File: src/rtl/req_ack_requester.sv
// Upstream requester for the req/ack handshake: latches a command, pulses req for one
// cycle per attempt, waits a bounded window for ack, retries, then reports done or error.
module req_ack_requester #(
    parameter int DATA_W    = 8,
    parameter int TIMEOUT   = 4,
    parameter int MAX_RETRY = 2,
    localparam int RW = (MAX_RETRY > 0) ? $clog2(MAX_RETRY + 1) : 1,
    localparam int WW = (TIMEOUT > 0) ? $clog2(TIMEOUT + 1) : 1
) (
    input  logic              clk,
    input  logic              rst,
    input  logic              start,
    input  logic [DATA_W-1:0] cmd_data,
    input  logic              ack,
    output logic              req,
    output logic [DATA_W-1:0] req_data,
    output logic              busy,
    output logic              done,
    output logic              timeout_err,
    output logic [RW-1:0]     retry_cnt,
    output logic              spur_ack,
    output logic [2:0]        state_dbg   // 0 IDLE, 1 REQ, 2 WAIT, 3 DONE, 4 ERR
);

    // Handshake: req is high for exactly one cycle per attempt; the responder answers with
    // ack on a later cycle (never the req cycle itself) within TIMEOUT WAIT cycles.
    typedef enum logic [2:0] {
        S_IDLE = 3'd0,
        S_REQ  = 3'd1,
        S_WAIT = 3'd2,
        S_DONE = 3'd3,
        S_ERR  = 3'd4
    } state_t;

    state_t            state, state_nx;
    logic [WW-1:0]     wcnt, wcnt_nx;
    logic              req_nx, busy_nx, done_nx, err_nx, spur_nx;
    logic [DATA_W-1:0] req_data_nx;
    logic [RW-1:0]     retry_nx;
    logic              window_end, can_retry;

    assign window_end = (wcnt == WW'(TIMEOUT));
    assign can_retry  = (retry_cnt < RW'(MAX_RETRY));
    assign state_dbg  = state;

    always_ff @(posedge clk) begin
        if (rst) begin
            state       <= S_IDLE;
            wcnt        <= '0;
            req         <= 1'b0;
            req_data    <= '0;
            busy        <= 1'b0;
            done        <= 1'b0;
            timeout_err <= 1'b0;
            retry_cnt   <= '0;
            spur_ack    <= 1'b0;
        end else begin
            state       <= state_nx;
            wcnt        <= wcnt_nx;
            req         <= req_nx;
            req_data    <= req_data_nx;
            busy        <= busy_nx;
            done        <= done_nx;
            timeout_err <= err_nx;
            retry_cnt   <= retry_nx;
            spur_ack    <= spur_nx;
        end
    end

    always_comb begin
        state_nx = state;
        case (state)
            S_IDLE: if (start) state_nx = S_REQ;
            S_REQ:  state_nx = S_WAIT;
            S_WAIT: begin
                // ack wins over a timeout landing on the same edge
                if (ack)             state_nx = S_DONE;
                else if (window_end) state_nx = can_retry ? S_REQ : S_ERR;
            end
            S_DONE:  state_nx = S_IDLE;
            S_ERR:   state_nx = S_IDLE;
            default: state_nx = S_IDLE;
        endcase
    end

    always_comb begin
        req_nx      = (state_nx == S_REQ);
        busy_nx     = (state_nx != S_IDLE);
        done_nx     = (state_nx == S_DONE);
        err_nx      = (state_nx == S_ERR);
        req_data_nx = req_data;
        retry_nx    = retry_cnt;
        wcnt_nx     = wcnt;
        // An ack before the first WAIT cycle cannot belong to the current request.
        spur_nx     = spur_ack | (ack & ((state == S_IDLE) | (state == S_REQ)));
        case (state)
            S_IDLE: begin
                if (start) begin
                    req_data_nx = cmd_data;
                    retry_nx    = '0;
                end
            end
            S_REQ: wcnt_nx = WW'(1);
            S_WAIT: begin
                if (!ack) begin
                    if (window_end) begin
                        if (can_retry) retry_nx = retry_cnt + RW'(1);
                    end else begin
                        wcnt_nx = wcnt + WW'(1);
                    end
                end
            end
            default: ;
        endcase
    end

endmodule

File: config.mk
export PLATFORM = sky130hd
export DESIGN_NAME = req_ack_requester
export DESIGN_NICKNAME = d
export VERILOG_FILES = /design/src/rtl/req_ack_requester.sv
export SDC_FILE = /design/constraint.sdc
export NUM_CORES = 1
export LEC_CHECK = 0
export ABC_AREA = 1
export CELL_PAD_IN_SITES_DETAIL_PLACEMENT = 0
export CELL_PAD_IN_SITES_GLOBAL_PLACEMENT = 2
export CORE_AREA = 5 5 71 73
export CTS_CLUSTER_DIAMETER = 40
export CTS_CLUSTER_SIZE = 40
export DETAILED_ROUTE_END_ITERATION = 6
export DIE_AREA = 0 0 76 78
export PLACE_DENSITY_LB_ADDON = 0.12
export SLEW_MARGIN = 20
export SYNTH_ARGS = -nofsm -noshare
export SYNTH_HDL_FRONTEND = slang
export SYNTH_SLANG_ARGS = --single-unit
File: constraint.sdc
create_clock -name clk -period 1.3 [get_ports clk]
set_clock_uncertainty 0.15 [all_clocks]
set_input_delay 0.13 -clock clk [delete_from_list [all_inputs] [get_ports clk]]
set_output_delay 0.13 -clock clk [all_outputs]
set_load 0.005 [all_outputs]
# After elaboration in Yosys (flattened, before gate mapping)

Index checks and enable logic that the tools add are counted.

Register bits: 21
Input port bits: 12
Word-level logic and storage cells: 46

Add/sub/neg operators: 2
Order comparisons: 1
Equal/unequal tests: 11
Multiplexer cells: 13
Bitwise operators: 3
Reductions and logical operators: 7

Operators with widths:

| operator                                                        | count |
|---|---|
| 3-bit two-way mux                                               | 6 |
| 2-bit != test, second input constant                            | 5 |
| 3-bit one-hot mux with 3 select lines                           | 1 |
| 2-bit two-way mux                                               | 4 |
| 3-bit by 1-bit == test with 1-bit output, second input constant | 2 |
| 3-bit by 2-bit == test with 1-bit output, second input constant | 2 |
| 3-bit == test, second input constant                            | 2 |
| 3-bit one-hot mux with 2 select lines                           | 1 |
| 5-bit AND reduction                                             | 1 |
| 2-bit one-hot mux with 2 select lines                           | 1 |
| 2-bit nonzero test                                              | 2 |
| 3-bit by 1-bit adder with 3-bit output, second input constant   | 1 |
| 3-bit logical NOT                                               | 1 |
| 3-bit AND reduction                                             | 1 |
| 3-bit nonzero test                                              | 1 |
| 2-bit by 1-bit adder with 2-bit output, second input constant   | 1 |
| 2-bit less-than comparator, second input constant               | 1 |
| 1-bit OR                                                        | 2 |
| 2-bit AND reduction                                             | 1 |
| 1-bit AND                                                       | 1 |

# Depth between registers and ports, before layout

Gate-level depths: netlist (run 1).

Depth after elaboration: 6
Mapped depth: 9
Gate-level depth less buffers: 9

# Worst setup path before layout (run 1)

OpenSTA, ideal clock, no wires.

Path kind: register to register
Start: reg state[1] (netlist: state_dbg[1])
End: reg busy
Setup time: 0.125 ns
Arrival time: 1.016 ns
Data required time: 1.025 ns
Path slack: 0.009 ns
Stages on the path, launching flop included: 6
Buffers on the path: 0
Cells stage by stage: dfxtp_1 inv_1 nand3_4 nand2_1 o21ai_2 nand3_1

Word-level cells in the longest chain between the ends: 4
Elaborated cells on any way between the ends: 8
Those cells by class: 2 x eq/ne; 4 x mux; 2 x reduce/logical

Ends and longest elaborated chain:

| element                                 | RTL line | source |
|---|---|---|
| start: declaration                      | 35       | `state_t state, state_nx;` |
| start signal: assignment                | 58       | `state <= state_nx;` |
| 3-bit two-way mux                       | 78       | `else if (window_end) state_nx = can_retry ? S_REQ : S_ERR;` |
| 3-bit two-way mux                       | 77       | `if (ack) state_nx = S_DONE;` |
| 3-bit one-hot mux with 3 select lines * | 72       | `case (state)` |
| 3-bit nonzero test *                    | 88       | `busy_nx = (state_nx != S_IDLE);` |
| end signal: assignment                  | 62       | `busy <= busy_nx;` |
| end: declaration                        | 17       | `output logic busy,` |

Mark *: on every way between the ends. The rest lies on a longest branch, timed or not.
A chain may end at the register's enable or synchronous reset.

# Final worst setup path (run 1)

Start: reg wcnt[0]
End: reg wcnt[2]

Word-level cells in the longest chain between the ends: 4
Elaborated cells on any way between the ends: 7
Those cells by class: 1 x add/sub; 2 x eq/ne; 3 x mux; 1 x reduce/logical

Ends and longest elaborated chain:

| element                                | RTL line | source |
|---|---|---|
| start: declaration                     | 36       | `logic [WW-1:0] wcnt, wcnt_nx;` |
| start signal: assignment               | 59       | `wcnt <= wcnt_nx;` |
| 3-bit by 1-bit adder with 3-bit output | 109      | `wcnt_nx = wcnt + WW'(1);` |
| 3-bit two-way mux                      | 106      | `if (window_end) begin` |
| 3-bit two-way mux                      | 105      | `if (!ack) begin` |
| 3-bit one-hot mux with 2 select lines  | 96       | `case (state)` |

Several ways; a longest one is shown, not always the timed one. The select of a mux whose other input is x is not followed.

==> out/metrics.csv, run 1 <==
stage,metric,value,unit
synthesis,synth-async-reset-ratio,0,%
floorplanning,fp.coreArea,4290,sq um
pwr,p_int,1.11,mW
synthesis,synth_seq_area_share,48.7,%
min_path,hold_class,input pin to flop,
pwr,finalPower,1.54,mW
floorplanning,io_pins,30,
pwr,p_comb_share,25.8,%
route,wl_per_cell,12.0,um
pwr,vdd_drop_max,0.651,mV
place,post-place-ws,-0.116,ns
flow_run,drv_cap,0,
pwr,pwr-share-clk,27.7,%
synthesis,synth_area,863,sq um
timing,grt_setup_unrepaired,yes,
route,wl,2570,um
synthesis,synthesis.nets,126,
timing,finalHoldViolCount,0,
route,dr_wl_met3,125,um
run_status,violations,negative setup slack,
setup_path,path_class,flop to flop,
synthesis,yosysMostFrequentCell,nand2_1,
floorplanning,die_x,76,um
synthesis,synthTopCellsByCount,"27 x nand2_1, 21 x dfxtp_1, 16 x inv_1, 12 x a21oi_1, 10 x nor2_1",
clocking,cts-buffers-inserted,3,
synthesis,yosys_warnings,0,
place,place_hpwl,1850,um
final_layout,drive_above_1_share,43.8,%
timing,worst_slack,-0.0283,ns
pwr,p_seq_share,46.5,%
pwr,p_leak,0.741,nW
timing,fin_crit,1.33,ns
setup_path,cp.required,1.35,ns
place,place_area,1320,sq um
global_route,grt.total_usage,8.91,%
route,vias,883,
setup_path,worstPathMaxFanout,4,
clocking,cts.sinks,21,
setup_path,cp.arrival,1.38,ns
final_layout,syn2layout_area_growth,81.6,%
synthesis,synth_edf_count,0,
floorplanning,rows,24,
global_route,grt_max_degree,13,
route,top_layer,met4,
final_layout,fin_nets,177,
synthesis,syn_avg_cell_area,7.71,sq um
place,gp_congestion,0.769,
run_status,outcome,"complete, but fails checks",
timing,setup-violations-final,3,
synthesis,yosys.area.top_type,dfxtp_1,
pwr,power.density,983,nW/um^2
final_layout,utilization,36.5,%
pwr,p_sw,0.434,mW
floorplanning,die_h,78,um
route,wirelength_met1,1120,um
place,io_buffers,29,
pwr,power.share.switching,28.1,%
final_layout,diodes,0,
global_route,grt_pass1_vias,925,
global_route,grt_overflow,0,
route,dr.pass1.iters,4,
synthesis,yosysTopAreaCellShare,48.7,%
global_route,antenna_found_initial,0,
clocking,cts-root-buf,clkbuf_8,
final_layout,final_cell_area,1570,sq um
clocking,cts.path.max_buffers,2,
route,drt_iter0_markers,29,
clocking,ctsHoldBuffers,0,
clocking,path_clk_slew,0.08,ns
clocking,cts_tree,yes,
route,drc_errors,0,
route,ant_nets,0,
clocking,htree_levels,1,
route,vias_per_cell,4.13,
floorplanning,initial_core_util,20.1,%
route,wl_met2,1290,um
timing,maxSlewHeadroom,83.7,%
final_layout,stdcell_count,214,
timing,slew_viol_final,0,
synthesis,synthFlopType,dfxtp_1,
synthesis,synthTopCellsByArea,"dfxtp_1 49%, nand2_1 12%, a21oi_1 7.0%, inv_1 7.0%, nand3_1 4.6%",
timing,min_period_over_period,102,%
timing,fmax,753,MHz
setup_path,cp-start-kind,flop,
clocking,insertion_delay,0.26,ns
floorplanning,die_area,5930,sq um
timing,tightest_slew,0.244,ns
place,dp_cells,206,
timing,finalSetupTns,-0.0344,ns
global_route,grt_pass1_wl,4300,um
synthesis,ys_seq_elements,21,
setup_path,worstSetupEndpointType,flop,
synthesis,postSynthCellCount,112,
synthesis,yosys.cell_types.count,20,
timing,holdWs,0.288,ns
## cells by family (layout without fill, tap and decap cells)
logic type | after synthesis | in the layout | synth area share [%]
adders and majority gates | 2 | 2 | 2.90
and+or+nand+nor | 53 | 53 | 28.8
xor gates and xnor gates | 1 | 1 | 1.01
AOI/OAI and AO/OA | 17 | 17 | 10.7
DFF | 21 | 21 | 48.7
buffers and inverters | 18 | 68 | 7.83
## final cells by class
type                            instances  area (sq um)
Fill cell                             463          2730
Multi-Input combinational cell         73           531
Sequential cell                        21           430
Timing Repair Buffer                   47           420
Inverter                               17          76.3
Tap cell                               52          65.1
Clock buffer                            4          45.0
## registers in the layout, indices dropped and copies added (netlist names)
name	flops
timeout_err	1
req_data	8
done	1
state_dbg	3
busy	1
retry_cnt	2
wcnt	3
spur_ack	1
req	1
## power by group through the flow
| stage | combinational, mW | sequential (mW) | clock (mW) |
|---|---|---|---|
| 2_1_floorplan | 0.125 | 0.732 | 0 |
| 3_5_place_dp | 0.321 | 0.728 | 0 |
| 5_1_grt | 0.437 | 0.723 | 0.477 |
| 3_3_place_gp | 0.323 | 0.727 | 0 |
| 4_1_cts | 0.335 | 0.713 | 0.458 |
| 6_report | 0.398 | 0.716 | 0.427 |
## path summary, 6_finish.rpt
kind | from | endpoint | slack [ns] | depth (start not counted)
min reg2reg | req_data[1]$_SDFFE_PP0P_ | req_data[1]$_SDFFE_PP0P_ | 0.31 | 2
min | cmd_data[4] | req_data[4]$_SDFFE_PP0P_ | 0.29 | 3
max reg2reg | wcnt[0]$_SDFFE_PP0P_ | wcnt[2]$_SDFFE_PP0P_ | -0.03 | 7
max | wcnt[0]$_SDFFE_PP0P_ | wcnt[2]$_SDFFE_PP0P_ | -0.03 | 7
## critical path: stages, from the launching register on
cell     delay (ns)
dfxtp_2        0.34
inv_2          0.05
ha_4           0.15
nand2_4        0.09
nand4_1        0.18
nand2_1        0.14
nand2_1        0.07
a21oi_2        0.10
## timing repair
action                     in CTS  in global routing
hold endpoints to repair        0                  0
pin swaps                      12                 14
setup endpoints to repair      27                 21
gates resized for setup        45                 40
buffers inserted                4                  1
## layer usage
layer	GRT usage, %	vias to the layer above
met5	0	-
met4	3.56	0
met3	2.89	4
met2	15.2	24
met1	10.3	399
li1	-	456
## placed cells by master (no fill, tap or decap), drive strengths merged
cell type and count:
clkdlybuf4s15 2, buf 18, nand2 28, a31oi 1
nor3 1, clkbuf 4, a21oi 12, nor2 11
inv 16, o21a 1, dfxtp 21, xnor2 1
o21ai 3, nand4 3, or2 1, clkinv 1
ha 2, clkdlybuf4s50 11, dlygate4sd2 16, nand3 9
No activity file was read; power rests on OpenSTA's default activity.
==> run 2, diff against run 1 <==
- CORE_AREA: 5 5 71 73 -> 5 5 65 67
- DIE_AREA: 0 0 76 78 -> 0 0 70 72
- clock period: 1.3 -> 1.7 ns (I/O delays scaled with it)
==> run 2 against run 1 <==
Net effect: the flow now finishes without violations; wire length is 17% lower; first-iteration DRC count down 24%; highest routed layer unchanged; global-route usage is 0.47 points higher; critical endpoint is now state_dbg[1]; total power decreased by 35%.
==> out/metrics.csv, run 2 (synthesized netlist as in run 1, its figures left out) <==
stage,metric,value,unit,change
final_layout,final_cell_mix,"29 x clkdlybuf4s50_1, 27 x nand2_1, 21 x dfxtp_1",,
route,dr.pass1.iters,4,,unchanged
clocking,post_cts_buffers,0,,-4
final_layout,layout_commonest_cell,clkdlybuf4s50_1,,
global_route,grt_pass1_vias,858,,-7.2%
timing,tightest_slew,0.260,ns,+0.0161 ns
floorplanning,rows,22,,-8.3%
timing,finalSetupTns,0,ns,+0.0344 ns
place,io_buffers,29,,unchanged
clocking,path_clk_slew,0.12,ns,+0.04 ns
pwr,p_int,0.730,mW,-34%
setup_path,startpoint,state_dbg[1]$_SDFF_PP0_,,
setup_path,worstSetupEndpointType,primary output,,
pwr,pwr-share-clk,24.5,%,-3.2 points
timing,fin_crit,1.62,ns,
pwr,p_sw,0.274,mW,-37%
min_path,hp-start,cmd_data[1],,
timing,min_period_over_period,95.6,%,
final_layout,fin_nets,161,,-9.0%
pwr,power.density,802,nW/um^2,-18%
final_layout,largest_register,req_data,,
final_layout,syn2layout_area_growth,44.9,%,
pwr,power.share.switching,27.3,%,-0.84 points
place,place_hpwl,1690,um,-8.9%
route,vias_per_cell,4.31,,+4.6%
floorplanning,die_h,72,um,-7.7%
pwr,vdd_drop_max,0.326,mV,-50%
route,ant_nets,0,,unchanged
global_route,grt.total_usage,9.38,%,+0.47 points
route,wl_per_cell,11.1,um,-7.9%
setup_path,cp.arrival,1.30,ns,-0.08 ns
clocking,cts-buffers-inserted,3,,unchanged
timing,fmax,615,MHz,
global_route,grt_overflow,0,,unchanged
final_layout,drive_above_1_share,6.85,%,-37 points
floorplanning,initial_core_util,24.1,%,+4.0 points
place,dp_cells,190,,-7.8%
timing,maxSlewHeadroom,82.6,%,-1.1 points
setup_path,rr_startpoint,wcnt[0]$_SDFFE_PP0P_,,
final_layout,multiInputGateArea,375,sq um,-29%
setup_path,cp-start-kind,flop,,
clocking,insertion_delay,0.30,ns,+0.04 ns
clocking,htree_levels,1,,unchanged
final_layout,stdcell_count,194,,-9.3%
route,drc_errors,0,,unchanged
timing,setup-violations-final,0,,-3
global_route,grt_max_degree,13,,unchanged
setup_path,cp.required,1.38,ns,+0.03 ns
floorplanning,io_pins,30,,unchanged
pwr,p_comb_share,21.3,%,-4.5 points
setup_path,worstPathMaxFanout,5,,+1
pwr,p_seq_share,54.2,%,+7.7 points
timing,finalHoldViolCount,0,,unchanged
timing,grt_setup_unrepaired,no,,
final_layout,diodes,0,,unchanged
place,gp_congestion,0.741,,-3.7%
flow_run,drv_cap,0,,unchanged
floorplanning,fp.coreArea,3580,sq um,-17%
run_status,outcome,"complete, no violations",,
clocking,ctsHoldBuffers,0,,unchanged
setup_path,path_class,flop to primary output,,
global_route,antenna_found_initial,0,,unchanged
route,drt_iter0_markers,22,,-24%
final_layout,fill_cells,421,,-9.1%
timing,slew_viol_final,0,,unchanged
final_layout,ff_latch_area,420,sq um,-2.3%
clocking,cts_tree,yes,,
floorplanning,die_x,70,um,-7.9%
min_path,hold_class,input pin to flop,,
clocking,cts.path.max_buffers,2,,unchanged
route,wl,2150,um,-17%
floorplanning,die_area,5040,sq um,-15%
global_route,grt_pass1_wl,3780,um,-12%
pwr,p_leak,0.527,nW,-29%
final_layout,largest_reg_flops,8,,unchanged
route,vias,837,,-5.2%
clocking,cts.sinks,21,,unchanged
clocking,cts-root-buf,clkbuf_4,,
==> run 2: cell types whose count changed in the layout (fill, tap and decap cells not counted), moves of 10 or more <==
cell,delta
clkdlybuf4s50_1,+18
dlygate4sd2_1,-16
nand2_1,+16
buf_4,-12
a21oi_1,+10
a21oi_2,-10
==> run 2: what timing repair did <==
action	CTS	global route
endpoints found under the setup margin	0	2
gates resized for setup	0	1
hold endpoints to repair	0	0
==> run 2: cell type report <==
| class | instances | area share, % |
|---|---|---|
| well taps | 48 | 4.80 |
| repair buffers | 31 | 24.4 |
| inverters | 17 | 5.10 |
| flip-flops and latches | 21 | 33.6 |
| multi-input cells | 73 | 30.0 |
| clock buffers | 4 | 2.10 |
==> run 2: final timing paths <==
path                         endpoint  slack, ns  depth (start not counted)
max reg2reg      wcnt[2]$_SDFFE_PP0P_       0.22                          7
min          req_data[1]$_SDFFE_PP0P_       0.26                          3
min reg2reg  req_data[4]$_SDFFE_PP0P_       0.33                          2
max                      state_dbg[1]       0.08                          2
==> run 2: critical path: stages (launching register included) <==
cell	delay (ns)
dfxtp_1	0.35
buf_4	0.15
clkdlybuf4s50_1	0.51
==> run 2: per-stage QoR <==
stage,util [%],cell area [sq um],total power [mW],hold WS [ns],setup WS (ns)
floorplan,-,863,0.655,0.0891,0.409
global placement,34.2,1220,0.774,0.297,0.211
detailed placement,34.2,1220,0.774,0.308,0.202
CTS,35.0,1250,1.03,0.240,0.0531
global route,35.0,1250,1.07,0.255,0.0182
finish,35.0,1250,1.00,0.257,0.0751
==> run 2: power groups by stage <==
| stage | registers, mW | logic, mW | clock network, mW |
|---|---|---|---|
| floorplan | 0.560 | 0.0952 | 0 |
| global placement | 0.556 | 0.218 | 0 |
| detailed placement | 0.556 | 0.218 | 0 |
| CTS | 0.545 | 0.219 | 0.264 |
| global route | 0.549 | 0.245 | 0.280 |
| finish | 0.544 | 0.214 | 0.245 |
==> run 2: per-layer routing <==
| metal | wire, um | global-route usage, % | vias to the layer above |
|---|---|---|---|
| met5 | 0 | 0 | - |
| met4 | 18 | 4.47 | 0 |
| met3 | 160 | 3.46 | 2 |
| met2 | 992 | 15.9 | 22 |
| met1 | 977 | 10.4 | 385 |
| li1 | - | - | 428 |
==> RTL edit, RTL diff (settings of run 1) <==
Change the parameter `MAX_RETRY` from 2 to 1.
--- a/src/rtl/req_ack_requester.sv
+++ b/src/rtl/req_ack_requester.sv
@@ -3,7 +3,7 @@
 module req_ack_requester #(
     parameter int DATA_W    = 8,
     parameter int TIMEOUT   = 4,
-    parameter int MAX_RETRY = 2,
+    parameter int MAX_RETRY = 1,
     localparam int RW = (MAX_RETRY > 0) ? $clog2(MAX_RETRY + 1) : 1,
     localparam int WW = (TIMEOUT > 0) ? $clog2(TIMEOUT + 1) : 1
 ) (
Ports: changed (resized retry_cnt); port bits go from 30 to 29. The function was not compared with the original's and may differ.
==> RTL edit against run 1 <==
- sequential cell count down 1
- power up 7.5%
- worst setup slack better by 0.032 ns
- cell area down 6.5%
- hold slack better by 0.024 ns
- routed wire length down 8.6%
- synthesized area down 3.6%
- count of clock-buffer cells in the layout down 1
- critical path type unchanged
- critical endpoint is now busy$_SDFF_PP0_
==> RTL edit: results (changes against run 1) <==
Placed design
  • DP Area: 1255 µm² (-4.9%)
  • Routability cong.: 0.7208 (-6.3%)
  • PortBufs: 28 (-3.4%)
  • HPWL Detailed: 1794 µm (-3.2%)

Finish
  • Final nets: 166 (-6.2%)
  • Share of cells above drive strength 1: 0.3841 (-0.05417)
  • Biggest register: req_data
  • Layout Cells excl Fill: 203 (-5.1%)
  • Max FFs per register: 8 (unchanged)

Clock network
  • CTS clk-pin slew, worst paths: 0.08 ns (about the same)
  • Worst-Skew Late Latency: 0.25 ns
  • CTS buffer count: 3 (unchanged)
  • Clock root buffer: clkbuf_8
  • CTS max path bufs: 2 (unchanged)

Critical path
  • Worst-path fanout max: 6 (+2)
  • R2R setup slack: 0.004 ns (+0.03 ns)
  • Path depth of the worst reg2reg path: 8 (+1)
  • Worst setup path end: busy$_SDFF_PP0_
  • Crit path DAT: 1.30 ns (-0.08 ns)
  • Critical R2R Capture: busy$_SDFF_PP0_
  • CP Launch Point: wcnt[1]$_SDFFE_PP0P_

Logic synthesis
  • Post-synth ARST share: 0 (unchanged)
  • Register area share after synthesis: 0.4812 (-0.005754)
  • Mapped Cells: 109 (-2.7%)
  • Syn nets: 123 (-2.4%)
  • Yosys warnings: 0 (unchanged)
  • Yosys cell types: 18 (-10%)
  • Synth Flop Type: dfxtp_1
  • Top cells by area, synth: dfxtp_1 (48%), nor2_1 (9.9%), inv_1 (6.8%)
  • Commonest cells post-synth: nor2_1 (22), dfxtp_1 (20), inv_1 (15), nand2_1 (15), o21ai_0 (9)

Status
  • Outcome: finished clean

Global routing
  • First-pass GRT wire length: 4036 µm (-6.1%)
  • Tot GR Track Use: 0.08424 (-0.004849)
  • Initial antenna violation count: 0 (unchanged)
  • Largest net degree at the start of global routing: 13 (unchanged)
  • Vias in the first global route: 856 (-7.5%)

STA
  • Worst slew pin tran: 0.2009 ns (-0.04288 ns)

Detailed routing
  • Detailed-route via count: 813 (-7.9%)
  • DR iter-0 viols: 15 (-48%)
  • Routed WL: 2353 µm (-8.6%)

Power and ir drop
  • Worst vdd ir: 0.4560 mV (-30%)
  • LEAKAGE: 0.6705 nW (-9.5%)

Worst hold path
  • Worst min path class: register to register
RTL edit: worst min path at each step:
stage / from / endpoint / slack, ns / depth (start not counted)
after global routing: spur_ack$_SDFF_PP0_ / spur_ack$_SDFF_PP0_ / 0.35 / 1
final: spur_ack$_SDFF_PP0_ / spur_ack$_SDFF_PP0_ / 0.31 / 1
after floorplan: rst / wcnt[1]$_SDFFE_PP0P_ / 0.04 / 1
after detailed placement: spur_ack$_SDFF_PP0_ / spur_ack$_SDFF_PP0_ / 0.31 / 1
after global placement: spur_ack$_SDFF_PP0_ / spur_ack$_SDFF_PP0_ / 0.31 / 1
after CTS: spur_ack$_SDFF_PP0_ / spur_ack$_SDFF_PP0_ / 0.32 / 1
RTL edit: critical path, cell delays in order, from the launching register on:
cell and delay (ns):
dfxtp_2 0.34, inv_2 0.04, ha_4 0.15, nand2_4 0.11, nor2_4 0.05, nor2_4 0.13
nand3_4 0.10, nand3_4 0.08, nand2_1 0.05
RTL edit: layout make-up:
class | instances | area (µm²)
clock inverter | 1 | 30.03
multi-input combinational | 71 | 484.2
inverter | 16 | 63.81
timing repair buffer | 40 | 364.1
sequential | 20 | 417.9
fill | 459 | 2828
tap | 52 | 65.06
clock buffer | 3 | 41.29
RTL edit: timing repair:
item / 4_1_cts / 5_1_grt
gates resized for setup: 37 / 31
setup buffers: 2 / 0
setup endpoints to repair: 26 / 15
pin swaps: 4 / 6
RTL edit: per-stage QoR:
stage	worst slack [ns]	hold slack [ns]	power, mW	utilization
floorplan	0.004090	0.04165	0.8400	-
CTS	-0.01300	0.3218	1.647	0.3205
global placement	-0.1784	0.3079	1.020	0.2922
detailed placement	-0.1594	0.3084	1.019	0.2922
global route	-0.07771	0.3471	1.763	0.3415
finish	0.003629	0.3125	1.657	0.3415
RTL edit: cells by family (layout without fill, tap and decap cells):
kind of cell             count (synthesis)  after routing  share of synthesized area
flip-flops                              20             20                     0.4812
AO/OA/AOI/OAI                           14             14                    0.08722
buffers and inverters                   18             60                    0.09021
AND/OR/NAND/NOR                         55             55                     0.3113
adder cells (fa/ha/maj)                  2              2                    0.03007
RTL edit: power breakdown:
group	total, mW	leakage [nW]	switching (mW)	internal, mW
logic	0.350	0.467	0.174	0.176
clock network	0.621	0.0357	0.211	0.411
registers	0.686	0.168	0.0256	0.660
RTL edit: layer usage:
| metal | share of wire | vias up | track usage |
|---|---|---|---|
| met2 | 0.47 | 15 | 0.1318 |
| met1 | 0.47 | 374 | 0.1029 |
| li1 | - | 422 | - |
| met4 | 0.0098 | 0 | 0.03737 |
| met3 | 0.054 | 2 | 0.03125 |
| met5 | 0 | - | 0 |
